===== src/rtl/forward_action_dispatch_pkg.sv =====
// rtl/forward_action_dispatch_pkg.sv - shared constants and types for the forwarding action dispatcher
package forward_action_dispatch_pkg;

    localparam int PORT_NUM  = 9;
    localparam int CTRL_PORT = 8;

    // Queue descriptor layout: {type, inport, bufid}
    localparam int TYPE_MSB   = 15;
    localparam int TYPE_LSB   = 13;
    localparam int INPORT_MSB = 12;
    localparam int INPORT_LSB = 9;
    localparam int BUFID_MSB  = 8;
    localparam int BUFID_LSB  = 0;

    // Lookup-FIFO entry layout shared with the DMAC lookup stage
    localparam int LKP_WIDTH      = 71;
    localparam int LKP_BUFID_LSB  = 0;
    localparam int LKP_INPORT_LSB = 9;
    localparam int LKP_TYPE_LSB   = 13;
    localparam int LKP_DMAC_LSB   = 16;
    localparam int LKP_META_LSB   = 64;

    typedef enum logic [1:0] {
        DISP_IDLE     = 2'd0,
        DISP_COUNT    = 2'd1,
        DISP_DISPATCH = 2'd2,
        DISP_ACK      = 2'd3
    } dispatch_state_e;

endpackage


===== src/rtl/forward_action_dispatch_if.sv =====
// rtl/forward_action_dispatch_if.sv - action request, queue descriptor and buffer-manager signal bundle
interface forward_action_dispatch_if;
    import forward_action_dispatch_pkg::*;

    logic                i_action_req;
    logic [PORT_NUM-1:0] iv_outport;
    logic                i_entry_hit;
    logic [2:0]          iv_pkt_type;
    logic [3:0]          iv_pkt_inport;
    logic [8:0]          iv_pkt_bufid;
    logic                o_action_ack;
    logic                o_desc_wr;
    logic [3:0]          ov_desc_port;
    logic [15:0]         ov_desc_data;
    logic [PORT_NUM-1:0] iv_queue_full;
    logic                o_bufid_cnt_wr;
    logic [8:0]          ov_bufid;
    logic [3:0]          ov_bufid_cnt;
    logic                o_bufid_free_wr;
    logic [15:0]         ov_drop_cnt;
    logic [15:0]         ov_flood_cnt;

    modport slave (
        input  i_action_req, iv_outport, i_entry_hit, iv_pkt_type, iv_pkt_inport,
               iv_pkt_bufid, iv_queue_full,
        output o_action_ack, o_desc_wr, ov_desc_port, ov_desc_data, o_bufid_cnt_wr,
               ov_bufid, ov_bufid_cnt, o_bufid_free_wr, ov_drop_cnt, ov_flood_cnt
    );

    modport master (
        output i_action_req, iv_outport, i_entry_hit, iv_pkt_type, iv_pkt_inport,
               iv_pkt_bufid, iv_queue_full,
        input  o_action_ack, o_desc_wr, ov_desc_port, ov_desc_data, o_bufid_cnt_wr,
               ov_bufid, ov_bufid_cnt, o_bufid_free_wr, ov_drop_cnt, ov_flood_cnt
    );

endinterface


===== src/rtl/forward_action_dispatch_port_bitmap_scan.sv =====
// rtl/forward_action_dispatch_port_bitmap_scan.sv - popcount and lowest-set-bit encoder for the port bitmap
module port_bitmap_scan
    import forward_action_dispatch_pkg::*;
(
    input  logic [PORT_NUM-1:0] bitmap,
    output logic [3:0]          pop_cnt,
    output logic [3:0]          low_idx,
    output logic                low_vld
);

    // Descending scan so the lowest set bit is the last one to win
    always_comb begin
        pop_cnt = 4'd0;
        low_idx = 4'd0;
        low_vld = 1'b0;
        for (int i = PORT_NUM - 1; i >= 0; i--) begin
            pop_cnt = pop_cnt + {3'b000, bitmap[i]};
            if (bitmap[i]) begin
                low_idx = 4'(i);
                low_vld = 1'b1;
            end
        end
    end

endmodule


===== src/rtl/forward_action_dispatch.sv =====
// rtl/forward_action_dispatch.sv - replicates one forwarding decision into per-queue descriptor writes
module forward_action_dispatch
    import forward_action_dispatch_pkg::*;
(
    input logic                     i_clk,
    input logic                     i_rst_n,
    forward_action_dispatch_if.slave act
);

    localparam logic [1:0] S_IDLE     = DISP_IDLE;
    localparam logic [1:0] S_COUNT    = DISP_COUNT;
    localparam logic [1:0] S_DISPATCH = DISP_DISPATCH;
    localparam logic [1:0] S_ACK      = DISP_ACK;

    logic [1:0]          state;
    logic [PORT_NUM-1:0] bitmap;
    logic [2:0]          pkt_type;
    logic [3:0]          pkt_inport;
    logic [8:0]          pkt_bufid;
    logic                pkt_hit;

    logic                ack;
    logic                desc_wr;
    logic [3:0]          desc_port;
    logic [15:0]         desc_data;
    logic                cnt_wr;
    logic [8:0]          bufid_out;
    logic [3:0]          bufid_cnt;
    logic                free_wr;
    logic [15:0]         drop_cnt;
    logic [15:0]         flood_cnt;

    logic [3:0]          pop_cnt;
    logic [3:0]          low_idx;
    logic                low_vld;
    logic [PORT_NUM-1:0] prune_mask;
    logic [PORT_NUM-1:0] bitmap_nxt;

    port_bitmap_scan u_scan (
        .bitmap  (bitmap),
        .pop_cnt (pop_cnt),
        .low_idx (low_idx),
        .low_vld (low_vld)
    );

    // The packet never goes back out its own Ethernet port; the CPU port is exempt
    always_comb begin
        prune_mask = '1;
        if (act.iv_pkt_inport < 4'(CTRL_PORT)) begin
            prune_mask = ~(PORT_NUM'(1) << act.iv_pkt_inport);
        end
    end

    assign bitmap_nxt = bitmap & ~(PORT_NUM'(1) << low_idx);

    always_ff @(posedge i_clk or negedge i_rst_n) begin
        if (!i_rst_n) begin
            state      <= S_IDLE;
            bitmap     <= '0;
            pkt_type   <= '0;
            pkt_inport <= '0;
            pkt_bufid  <= '0;
            pkt_hit    <= 1'b0;
            ack        <= 1'b0;
            desc_wr    <= 1'b0;
            desc_port  <= '0;
            desc_data  <= '0;
            cnt_wr     <= 1'b0;
            bufid_out  <= '0;
            bufid_cnt  <= '0;
            free_wr    <= 1'b0;
            drop_cnt   <= '0;
            flood_cnt  <= '0;
        end else begin
            ack       <= 1'b0;
            desc_wr   <= 1'b0;
            desc_port <= '0;
            desc_data <= '0;
            cnt_wr    <= 1'b0;
            bufid_out <= '0;
            bufid_cnt <= '0;
            free_wr   <= 1'b0;

            case (state)
                S_IDLE: begin
                    if (act.i_action_req) begin
                        bitmap     <= act.iv_outport & prune_mask;
                        pkt_type   <= act.iv_pkt_type;
                        pkt_inport <= act.iv_pkt_inport;
                        pkt_bufid  <= act.iv_pkt_bufid;
                        pkt_hit    <= act.i_entry_hit;
                        state      <= S_COUNT;
                    end
                end
                S_COUNT: begin
                    if (!pkt_hit && flood_cnt != 16'hFFFF) begin
                        flood_cnt <= flood_cnt + 16'd1;
                    end
                    bufid_out <= pkt_bufid;
                    if (low_vld) begin
                        cnt_wr    <= 1'b1;
                        bufid_cnt <= pop_cnt;
                        state     <= S_DISPATCH;
                    end else begin
                        free_wr <= 1'b1;
                        if (drop_cnt != 16'hFFFF) begin
                            drop_cnt <= drop_cnt + 16'd1;
                        end
                        state <= S_ACK;
                    end
                end
                S_DISPATCH: begin
                    // A full queue stalls in place so copies stay in ascending port order
                    if (!low_vld) begin
                        state <= S_ACK;
                    end else if (!act.iv_queue_full[low_idx]) begin
                        desc_wr   <= 1'b1;
                        desc_port <= low_idx;
                        desc_data <= {pkt_type, pkt_inport, pkt_bufid};
                        bitmap    <= bitmap_nxt;
                        if (bitmap_nxt == '0) begin
                            state <= S_ACK;
                        end
                    end
                end
                S_ACK: begin
                    ack   <= 1'b1;
                    state <= S_IDLE;
                end
                default: state <= S_IDLE;
            endcase
        end
    end

    assign act.o_action_ack    = ack;
    assign act.o_desc_wr       = desc_wr;
    assign act.ov_desc_port    = desc_port;
    assign act.ov_desc_data    = desc_data;
    assign act.o_bufid_cnt_wr  = cnt_wr;
    assign act.ov_bufid        = bufid_out;
    assign act.ov_bufid_cnt    = bufid_cnt;
    assign act.o_bufid_free_wr = free_wr;
    assign act.ov_drop_cnt     = drop_cnt;
    assign act.ov_flood_cnt    = flood_cnt;

endmodule


===== src/flat_wrapper.sv =====
// flat-port wrapper written by rule: the top's interface ports become plain ports
module forward_action_dispatch_flat import forward_action_dispatch_pkg::*;
  (i_clk, i_rst_n, act_i_action_req, act_iv_outport, act_i_entry_hit, act_iv_pkt_type, act_iv_pkt_inport, act_iv_pkt_bufid, act_iv_queue_full, act_o_action_ack, act_o_desc_wr, act_ov_desc_port, act_ov_desc_data, act_o_bufid_cnt_wr, act_ov_bufid, act_ov_bufid_cnt, act_o_bufid_free_wr, act_ov_drop_cnt, act_ov_flood_cnt);
  forward_action_dispatch_if act_i ();
  input logic i_clk;
  input logic i_rst_n;
  input wire logic [$bits(act_i.i_action_req)-1:0] act_i_action_req;
  input wire logic [$bits(act_i.iv_outport)-1:0] act_iv_outport;
  input wire logic [$bits(act_i.i_entry_hit)-1:0] act_i_entry_hit;
  input wire logic [$bits(act_i.iv_pkt_type)-1:0] act_iv_pkt_type;
  input wire logic [$bits(act_i.iv_pkt_inport)-1:0] act_iv_pkt_inport;
  input wire logic [$bits(act_i.iv_pkt_bufid)-1:0] act_iv_pkt_bufid;
  input wire logic [$bits(act_i.iv_queue_full)-1:0] act_iv_queue_full;
  output wire logic [$bits(act_i.o_action_ack)-1:0] act_o_action_ack;
  output wire logic [$bits(act_i.o_desc_wr)-1:0] act_o_desc_wr;
  output wire logic [$bits(act_i.ov_desc_port)-1:0] act_ov_desc_port;
  output wire logic [$bits(act_i.ov_desc_data)-1:0] act_ov_desc_data;
  output wire logic [$bits(act_i.o_bufid_cnt_wr)-1:0] act_o_bufid_cnt_wr;
  output wire logic [$bits(act_i.ov_bufid)-1:0] act_ov_bufid;
  output wire logic [$bits(act_i.ov_bufid_cnt)-1:0] act_ov_bufid_cnt;
  output wire logic [$bits(act_i.o_bufid_free_wr)-1:0] act_o_bufid_free_wr;
  output wire logic [$bits(act_i.ov_drop_cnt)-1:0] act_ov_drop_cnt;
  output wire logic [$bits(act_i.ov_flood_cnt)-1:0] act_ov_flood_cnt;
  assign act_i.i_action_req = act_i_action_req;
  assign act_i.iv_outport = act_iv_outport;
  assign act_i.i_entry_hit = act_i_entry_hit;
  assign act_i.iv_pkt_type = act_iv_pkt_type;
  assign act_i.iv_pkt_inport = act_iv_pkt_inport;
  assign act_i.iv_pkt_bufid = act_iv_pkt_bufid;
  assign act_i.iv_queue_full = act_iv_queue_full;
  assign act_o_action_ack = act_i.o_action_ack;
  assign act_o_desc_wr = act_i.o_desc_wr;
  assign act_ov_desc_port = act_i.ov_desc_port;
  assign act_ov_desc_data = act_i.ov_desc_data;
  assign act_o_bufid_cnt_wr = act_i.o_bufid_cnt_wr;
  assign act_ov_bufid = act_i.ov_bufid;
  assign act_ov_bufid_cnt = act_i.ov_bufid_cnt;
  assign act_o_bufid_free_wr = act_i.o_bufid_free_wr;
  assign act_ov_drop_cnt = act_i.ov_drop_cnt;
  assign act_ov_flood_cnt = act_i.ov_flood_cnt;
  forward_action_dispatch u_core (.i_clk(i_clk), .i_rst_n(i_rst_n), .act(act_i));
endmodule

===== config.mk =====
export PLATFORM = sky130hd
export DESIGN_NAME = forward_action_dispatch_flat
export DESIGN_NICKNAME = d
export VERILOG_FILES = /design/src/rtl/forward_action_dispatch_pkg.sv /design/src/rtl/forward_action_dispatch_if.sv /design/src/rtl/forward_action_dispatch_port_bitmap_scan.sv /design/src/rtl/forward_action_dispatch.sv /design/src/flat_wrapper.sv
export SDC_FILE = /design/constraint.sdc
export NUM_CORES = 1
export LEC_CHECK = 0
export CELL_PAD_IN_SITES_DETAIL_PLACEMENT = 1
export CELL_PAD_IN_SITES_GLOBAL_PLACEMENT = 2
export CORE_AREA = 10 10 130 132
export CTS_CLUSTER_DIAMETER = 60
export DETAILED_ROUTE_END_ITERATION = 10
export DIE_AREA = 0 0 140 142
export PLACE_DENSITY_LB_ADDON = 0.05
export SLEW_MARGIN = 20
export SYNTH_ARGS = -nofsm -noshare
export SYNTH_HDL_FRONTEND = slang
export SYNTH_SLANG_ARGS = --single-unit
export TNS_END_PERCENT = 5

===== constraint.sdc =====
create_clock -name i_clk -period 4.3 [get_ports i_clk]
set_input_delay 0.86 -clock i_clk [delete_from_list [all_inputs] [get_ports i_clk]]
set_output_delay 0.86 -clock i_clk [all_outputs]
set_load 0.005 [all_outputs]

==> impl_metrics.env, run 1 <==
export IMPL_cts_root_to_sink_buffers=2
export IMPL_fmax_mhz=304.2
export IMPL_yosys_most_used_dff="dfrtp_1"
export IMPL_syn_inst=381
export IMPL_crit_type="reg -> reg"
export IMPL_drt_total_wl_mm=12.64
export IMPL_grt_antenna_before_repair=2
export IMPL_leakage_nw=2.593
export IMPL_synth_seq_cells=97
export IMPL_period_minus_slack_ns=3.288
export IMPL_area_growth_synth_to_final_pct=34.69
export IMPL_hold_path_class="in -> async"
export IMPL_cts_setup_buffers=0
export IMPL_die_y_um=142
export IMPL_vias=3324
export IMPL_yosys_warnings=0
export IMPL_place_area_sq_mm=0.005700
export IMPL_clock_latency_ns=0.35
export IMPL_h_tree_depth=3
export IMPL_final_core_util_pct=42.02
export IMPL_clock_skew_ns=0.007282
export IMPL_grt_first_pass_wirelength_mm=20.49
export IMPL_synthArstFlopShare_pct=100.0
export IMPL_slew_viol_final=0
export IMPL_tritoncts="yes"
export IMPL_final_nets=538
export IMPL_final_common_cell="clkdlybuf4s50_1"
export IMPL_finalCritPeriodShare_pct=76.46
export IMPL_pin_count=107
export IMPL_avgRoutedWirePerCell_um=18.67
export IMPL_fill_cells=1550
export IMPL_crit_fanout=11
export IMPL_initial_utilization_pct=31.20
export IMPL_syn_num_nets=432
export IMPL_status="complete, no violations"
export IMPL_peakVddDrop_mv=0.2743
export IMPL_drv_cap=0
export IMPL_ctsResizeCount=0
export IMPL_power_density_mw_per_mm2=640.3
export IMPL_cts_root_buffer="clkbuf_16"
export IMPL_multi_input_area_sq_mm=0.001879
export IMPL_rows=44
export IMPL_relSlewSlack_pct=29.84
export IMPL_cp_data_arrival_time_ns=3.51
export IMPL_first_global_vias=3576
export IMPL_worst_setup_path_end_kind="flip-flop"
export IMPL_core_sq_mm=0.01431
export IMPL_yosysSeqAreaShare_pct=54.36
export IMPL_firstDrtPassIters=4
export IMPL_die_w_um=140
export IMPL_cp_start_kind="flip-flop"
export IMPL_dieArea_sq_mm=0.01988
export IMPL_overflow=0
export IMPL_track_usage_pct=12.93
export IMPL_viasPerCell=4.910
export IMPL_synth_distinct_cells=60
export IMPL_clk_pin_slew_ns=0.07
export IMPL_drc=0
export IMPL_postCtsHoldBufs=0
export IMPL_cp_required_ns=4.52
export IMPL_power_mw=3.851
export IMPL_routabilityCongestion=0.8400
export IMPL_final_cell_area_sq_mm=0.006015
export IMPL_hold_viol=0
export IMPL_cts_sinks=97
export IMPL_rsz0062_at_grt="no"
export IMPL_finalSetupViolCount=0
export IMPL_final_cell_mix="105 x clkdlybuf4s50_1, 97 x dfrtp_1, 26 x and2_1"
export IMPL_port_buffers=106
export IMPL_cts_made_buffers=9
export IMPL_avgSynthCellArea_sq_um=11.72
export IMPL_dp_hpwl_mm=9.364
export IMPL_synth_edf_count=0
export IMPL_drive_above_1_share_pct=11.18
export IMPL_drtIter0Drc=171
export IMPL_grt_max_degree=35
export IMPL_seqCellArea_sq_mm=0.002427
export IMPL_synthesis_area_sq_mm=0.004466
export IMPL_tns_ns=0
export IMPL_antenna_left=0
export IMPL_worst_slew_pin_slew_ns=1.049
[synthesized netlist by cell type, drive strengths merged (2+ instances only)]
cell      n  area (sq um)
o2111ai   3         32.53
or4       2         15.01
clkbuf    5         18.77
and4      3         26.28
ha        8         100.1
o31ai     4         30.03
and2     26         162.7
nand3    17         85.08
o21ai     9         45.04
maj3      2         20.02
nand2    18         70.07
nor2     20         75.07
xor2     15         131.4
inv      20         75.07
a21oi     3         18.77
nor3      9         45.04
nand2b    5         31.28
o311ai    6         67.57
xnor2    15         131.4
nor4b     4         35.03
and3      4         25.02
or3       5         31.28
nand4     8         50.05
nor4      5         58.80
a31oi     4         25.02
o22ai     2         12.51
mux2     19         214.0
dfrtp    97          2427
o211ai    6         45.04
nor2b     3         18.77
buf      10         65.06
or2       3         18.77
fa        5         100.1
[flip-flops by register name, indices dropped and copies added, names as in the netlist]
name,count
u_core.act.o_action_ack,1
u_core.act.o_desc_wr,1
u_core.act.o_bufid_free_wr,1
u_core.pkt_bufid,9
u_core.act.o_bufid_cnt_wr,1
u_core.act.ov_bufid,9
u_core.pkt_hit,1
u_core.act.ov_bufid_cnt,4
u_core.act.ov_desc_data,16
u_core.state,2
u_core.act.ov_flood_cnt,16
u_core.bitmap,9
u_core.pkt_type,3
u_core.pkt_inport,4
u_core.act.ov_desc_port,4
u_core.act.ov_drop_cnt,16
[cell type report]
| type | instances | share of cell area, % |
|---|---|---|
| Clock inverter | 7 | 1.435 |
| Sequential cell | 97 | 40.36 |
| Clock buffer | 9 | 3.745 |
| Antenna cell | 1 | 0.04161 |
| Inverter | 20 | 1.248 |
| Timing Repair Buffer | 110 | 18.10 |
| Tap cell | 184 | 3.828 |
| Multi-Input combinational cell | 249 | 31.25 |
[layer usage]
metal / up-vias / part of all wire [%] / GRT usage (%)
li1: 1561 / - / -
met5: - / 0.10 / 0
met2: 92 / 45 / 19.28
met4: 2 / 1.4 / 5.054
met3: 15 / 8.8 / 5.607
met1: 1654 / 45 / 16.18
[path summary, 6_finish.rpt]
check	slack [ns]	to	cells past startpoint	from
max	1.01	u_core.act.ov_bufid_cnt[2]	8	u_core.bitmap[0]
min	0.45	u_core.act.ov_drop_cnt[15]	1	i_rst_n
max in group asynchronous	3.07	u_core.act.ov_bufid[7]	2	i_rst_n
min in group i_clk	0.48	u_core.act.ov_desc_data[12]	1	u_core.pkt_inport[3]
min reg2reg	0.48	u_core.act.ov_desc_data[12]	1	u_core.pkt_inport[3]
max reg2reg	1.01	u_core.act.ov_bufid_cnt[2]	8	u_core.bitmap[0]
[critical path, stage by stage, from the launching register on]
cell and delay [ns]:
dfrtp_1 0.54, fa_1 0.59, inv_1 0.05, fa_1 0.49, fa_1 0.44, fa_1 0.43, fa_1 0.40, xor2_1 0.17
nor2_1 0.05
[power breakdown]
part | switching (mW) | total (mW) | internal [mW]
Combinational | 0.758 | 1.55 | 0.796
Sequential | 0.263 | 1.45 | 1.19
Clock | 0.385 | 0.847 | 0.463
Total | 1.41 | 3.85 | 2.45
[stage by stage]
stage | cells | worst slack [ns] | hold slack (ns)
2_1_floorplan | 381 | 1.325 | 0.4474
3_3_place_gp | 660 | 1.090 | 0.4578
3_5_place_dp | 660 | 0.9806 | 0.4686
4_1_cts | 676 | 0.9855 | 0.4503
5_1_grt | 676 | 0.8161 | 0.4725
6_report | 677 | 1.012 | 0.4478
[cell families (layout without fill, tap and decap cells)]
| family | Yosys count | after routing | synth area share, % |
|---|---|---|---|
| flops | 97 | 97 | 54.36 |
| buf+inv | 35 | 146 | 3.558 |
| compound gates | 50 | 50 | 9.078 |
| other cells | 0 | 1 | 0 |
| fa+ha+maj | 15 | 15 | 4.932 |
| mux | 20 | 20 | 5.016 |
| xor+xnor | 30 | 30 | 5.884 |
| simple gates | 134 | 134 | 17.18 |
(Power assumes the default switching activity.)
==> inputs of run 2 (changes only) <==
==> constraint.sdc (replaced) <==
create_clock -name i_clk -period 3.4 [get_ports i_clk]
set_input_delay 0.68 -clock i_clk [delete_from_list [all_inputs] [get_ports i_clk]]
set_output_delay 0.68 -clock i_clk [all_outputs]
set_load 0.005 [all_outputs]
==> run 2 against run 1 <==
  * Total power increased by 25%
  * Die area unchanged
  * Highest routed layer is now met4
  * Combinational power up 33%
  * Largest power group unchanged
  * Hold slack worse by 0.12 ns
  * Sequential power rose by 21%
==> impl_metrics.env, run 2 (synthesized netlist as in run 1, its figures left out) <==
export IMPL_hold_path_class="in -> async"
export IMPL_p_clk_share_pct=20.7
export IMPL_status="complete, no violations"
export IMPL_place_area_sq_mm=0.005751
export IMPL_avgRoutedWirePerCell_um=18.37
export IMPL_die_y_um=142
export IMPL_fmax_mhz=326.0
export IMPL_firstDrtPassIters=4
export IMPL_power_density_mw_per_mm2=799.1
export IMPL_dp_hpwl_mm=9.374
export IMPL_worst_slew_pin_slew_ns=0.6656
export IMPL_worstReg2RegEnd="u_core.act.ov_bufid_cnt[2]"
export IMPL_layout_cells_non_filler=681
export IMPL_power_mw=4.825
export IMPL_finalSetupViolCount=0
export IMPL_rsz0062_at_grt="no"
export IMPL_r2r_slack_ns=0.33
export IMPL_cp_required_ns=3.62
export IMPL_peakVddDrop_mv=0.3417
export IMPL_r2r_start="u_core.bitmap[0]"
export IMPL_drive_above_1_share_pct=12.07
export IMPL_cts_root_buffer="clkbuf_16"
export IMPL_drv_cap=0
export IMPL_hold_viol=0
export IMPL_swShare_pct=36.39
export IMPL_area_growth_synth_to_final_pct=35.22
export IMPL_cts_made_buffers=9
export IMPL_final_cell_area_sq_mm=0.006038
export IMPL_p_switching_mw=1.756
export IMPL_cp_start_kind="flip-flop"
export IMPL_drt_total_wl_mm=12.51
export IMPL_postCtsHoldBufs=0
export IMPL_port_buffers=106
export IMPL_routabilityCongestion=0.7925
export IMPL_viasPerCell=4.909
export IMPL_finalCritPeriodShare_pct=90.23
export IMPL_core_sq_mm=0.01431
export IMPL_period_minus_slack_ns=3.068
export IMPL_die_w_um=140
export IMPL_crit_type="reg -> reg"
export IMPL_dp_cells=665
export IMPL_grt_antenna_before_repair=1
export IMPL_slew_viol_final=0
export IMPL_n_antenna_cell=0
export IMPL_leakage_nw=2.607
export IMPL_final_core_util_pct=42.19
export IMPL_antenna_left=0
export IMPL_crit_top_cell="fa_1"
export IMPL_h_tree_depth=3
export IMPL_ctsResizeCount=0
export IMPL_overflow=0
export IMPL_drtIter0Drc=234
export IMPL_p_comb_share_pct=42.8
export IMPL_clk_pin_slew_ns=0.07
export IMPL_crit_fanout=2
export IMPL_cp_slowest_cell="fa_1"
export IMPL_relSlewSlack_pct=55.06
export IMPL_clock_latency_ns=0.35
export IMPL_rows=44
export IMPL_seq_power_share_pct=36.5
export IMPL_cp_data_arrival_time_ns=3.28
export IMPL_track_usage_pct=12.86
export IMPL_tns_ns=0
export IMPL_final_cell_mix="105 x clkdlybuf4s50_1, 97 x dfrtp_1, 26 x and2_1"
export IMPL_cts_sinks=97
export IMPL_pin_count=107
export IMPL_grt_first_pass_wirelength_mm=20.72
export IMPL_vias=3343
export IMPL_drc=0
export IMPL_r2r_worst_path_cells=8
export IMPL_cts_setup_buffers=0
export IMPL_crit_chain="fa_1 -> inv_1 -> fa_1 -> fa_1 -> fa_1 -> fa_1 -> xor2_1 -> nor2_1"
export IMPL_cts_root_to_sink_buffers=2
export IMPL_worst_setup_path_end_kind="flip-flop"
export IMPL_p_int_mw=3.069
export IMPL_clock_skew_ns=0.005396
export IMPL_final_nets=543
export IMPL_first_global_vias=3760
export IMPL_dieArea_sq_mm=0.01988
export IMPL_initial_utilization_pct=31.20
export IMPL_slowest_delay_ns=0.54
export IMPL_final_common_cell="clkdlybuf4s50_1"
export IMPL_tritoncts="yes"
export IMPL_grt_max_degree=49
run 2: cell count changes in the layout (fill, tap and decap cells not counted), sizes merged:
cell and delta:
clkinvlp +2, clkbuf +1, buf +5, clkinv -2
bufinv -1, diode -1
run 2: final cells by class:
class | instances | area (sq um)
multi-input combinational | 249 | 1879
timing repair buffer | 115 | 1139
fill | 1553 | 8275
clock buffer | 10 | 239.0
inverter | 20 | 75.07
sequential | 97 | 2427
tap | 184 | 230.2
clock inverter | 6 | 48.80
run 2: worst max-delay path by stage:
stage | from | end | slack (ns) | depth (start not counted)
final | u_core.bitmap[0] | u_core.act.ov_bufid_cnt[2] | 0.33 | 8
after CTS | u_core.bitmap[0] | u_core.act.ov_bufid_cnt[2] | 0.32 | 8
after floorplan | u_core.bitmap[1] | u_core.act.ov_bufid_cnt[2] | 0.43 | 8
after global routing | u_core.bitmap[0] | u_core.act.ov_bufid_cnt[2] | 0.22 | 8
after detailed placement | u_core.bitmap[0] | u_core.act.ov_bufid_cnt[2] | 0.33 | 8
after global placement | u_core.bitmap[0] | u_core.act.ov_bufid_cnt[2] | 0.38 | 8
run 2: power groups by stage:
stage | Clock, mW | Sequential, mW | Combinational, mW
6_report | 0.999 | 1.76 | 2.06
3_3_place_gp | 0 | 1.77 | 2.06
5_1_grt | 1.10 | 1.82 | 2.34
2_1_floorplan | 0 | 1.71 | 1.30
3_5_place_dp | 0 | 1.78 | 2.11
4_1_cts | 1.04 | 1.76 | 2.11
run 2: per-stage QoR:
step | worst slack [ns] | hold slack [ns]
floorplan | 0.4251 | 0.3844
global placement | 0.3780 | 0.4569
detailed placement | 0.3349 | 0.4623
CTS | 0.3239 | 0.3686
global route | 0.2212 | 0.3865
finish | 0.3321 | 0.3259
run 2: routing by layer:
layer	wire length, um	GRT usage [%]	up-vias	part of all wire [%]
met5	0	0	-	0
met1	5471	15.68	1685	44
met2	5729	20.00	80	46
met4	182	4.402	0	1.5
li1	-	-	1567	-
met3	1126	5.507	11	9.0
run 2: critical path, delay by kind of cell, from the launching register on:
kind | cells | cell delay [ns]
fa+ha+maj | 5 | 2.27
xor+xnor | 1 | 0.16
simple gates | 1 | 0.05
buf+inv | 1 | 0.05
flops | 1 | 0.40
==> inputs of run 3 (changes only) <==
--- a/config.mk
+++ b/config.mk
@@ -16,4 +16,4 @@
 export SYNTH_ARGS = -nofsm -noshare
 export SYNTH_HDL_FRONTEND = slang
 export SYNTH_SLANG_ARGS = --single-unit
-export TNS_END_PERCENT = 5
+export TNS_END_PERCENT = 1
==> results of run 3 <==
Same layout as run 2: the final DEF is identical, and so are final timing and power.
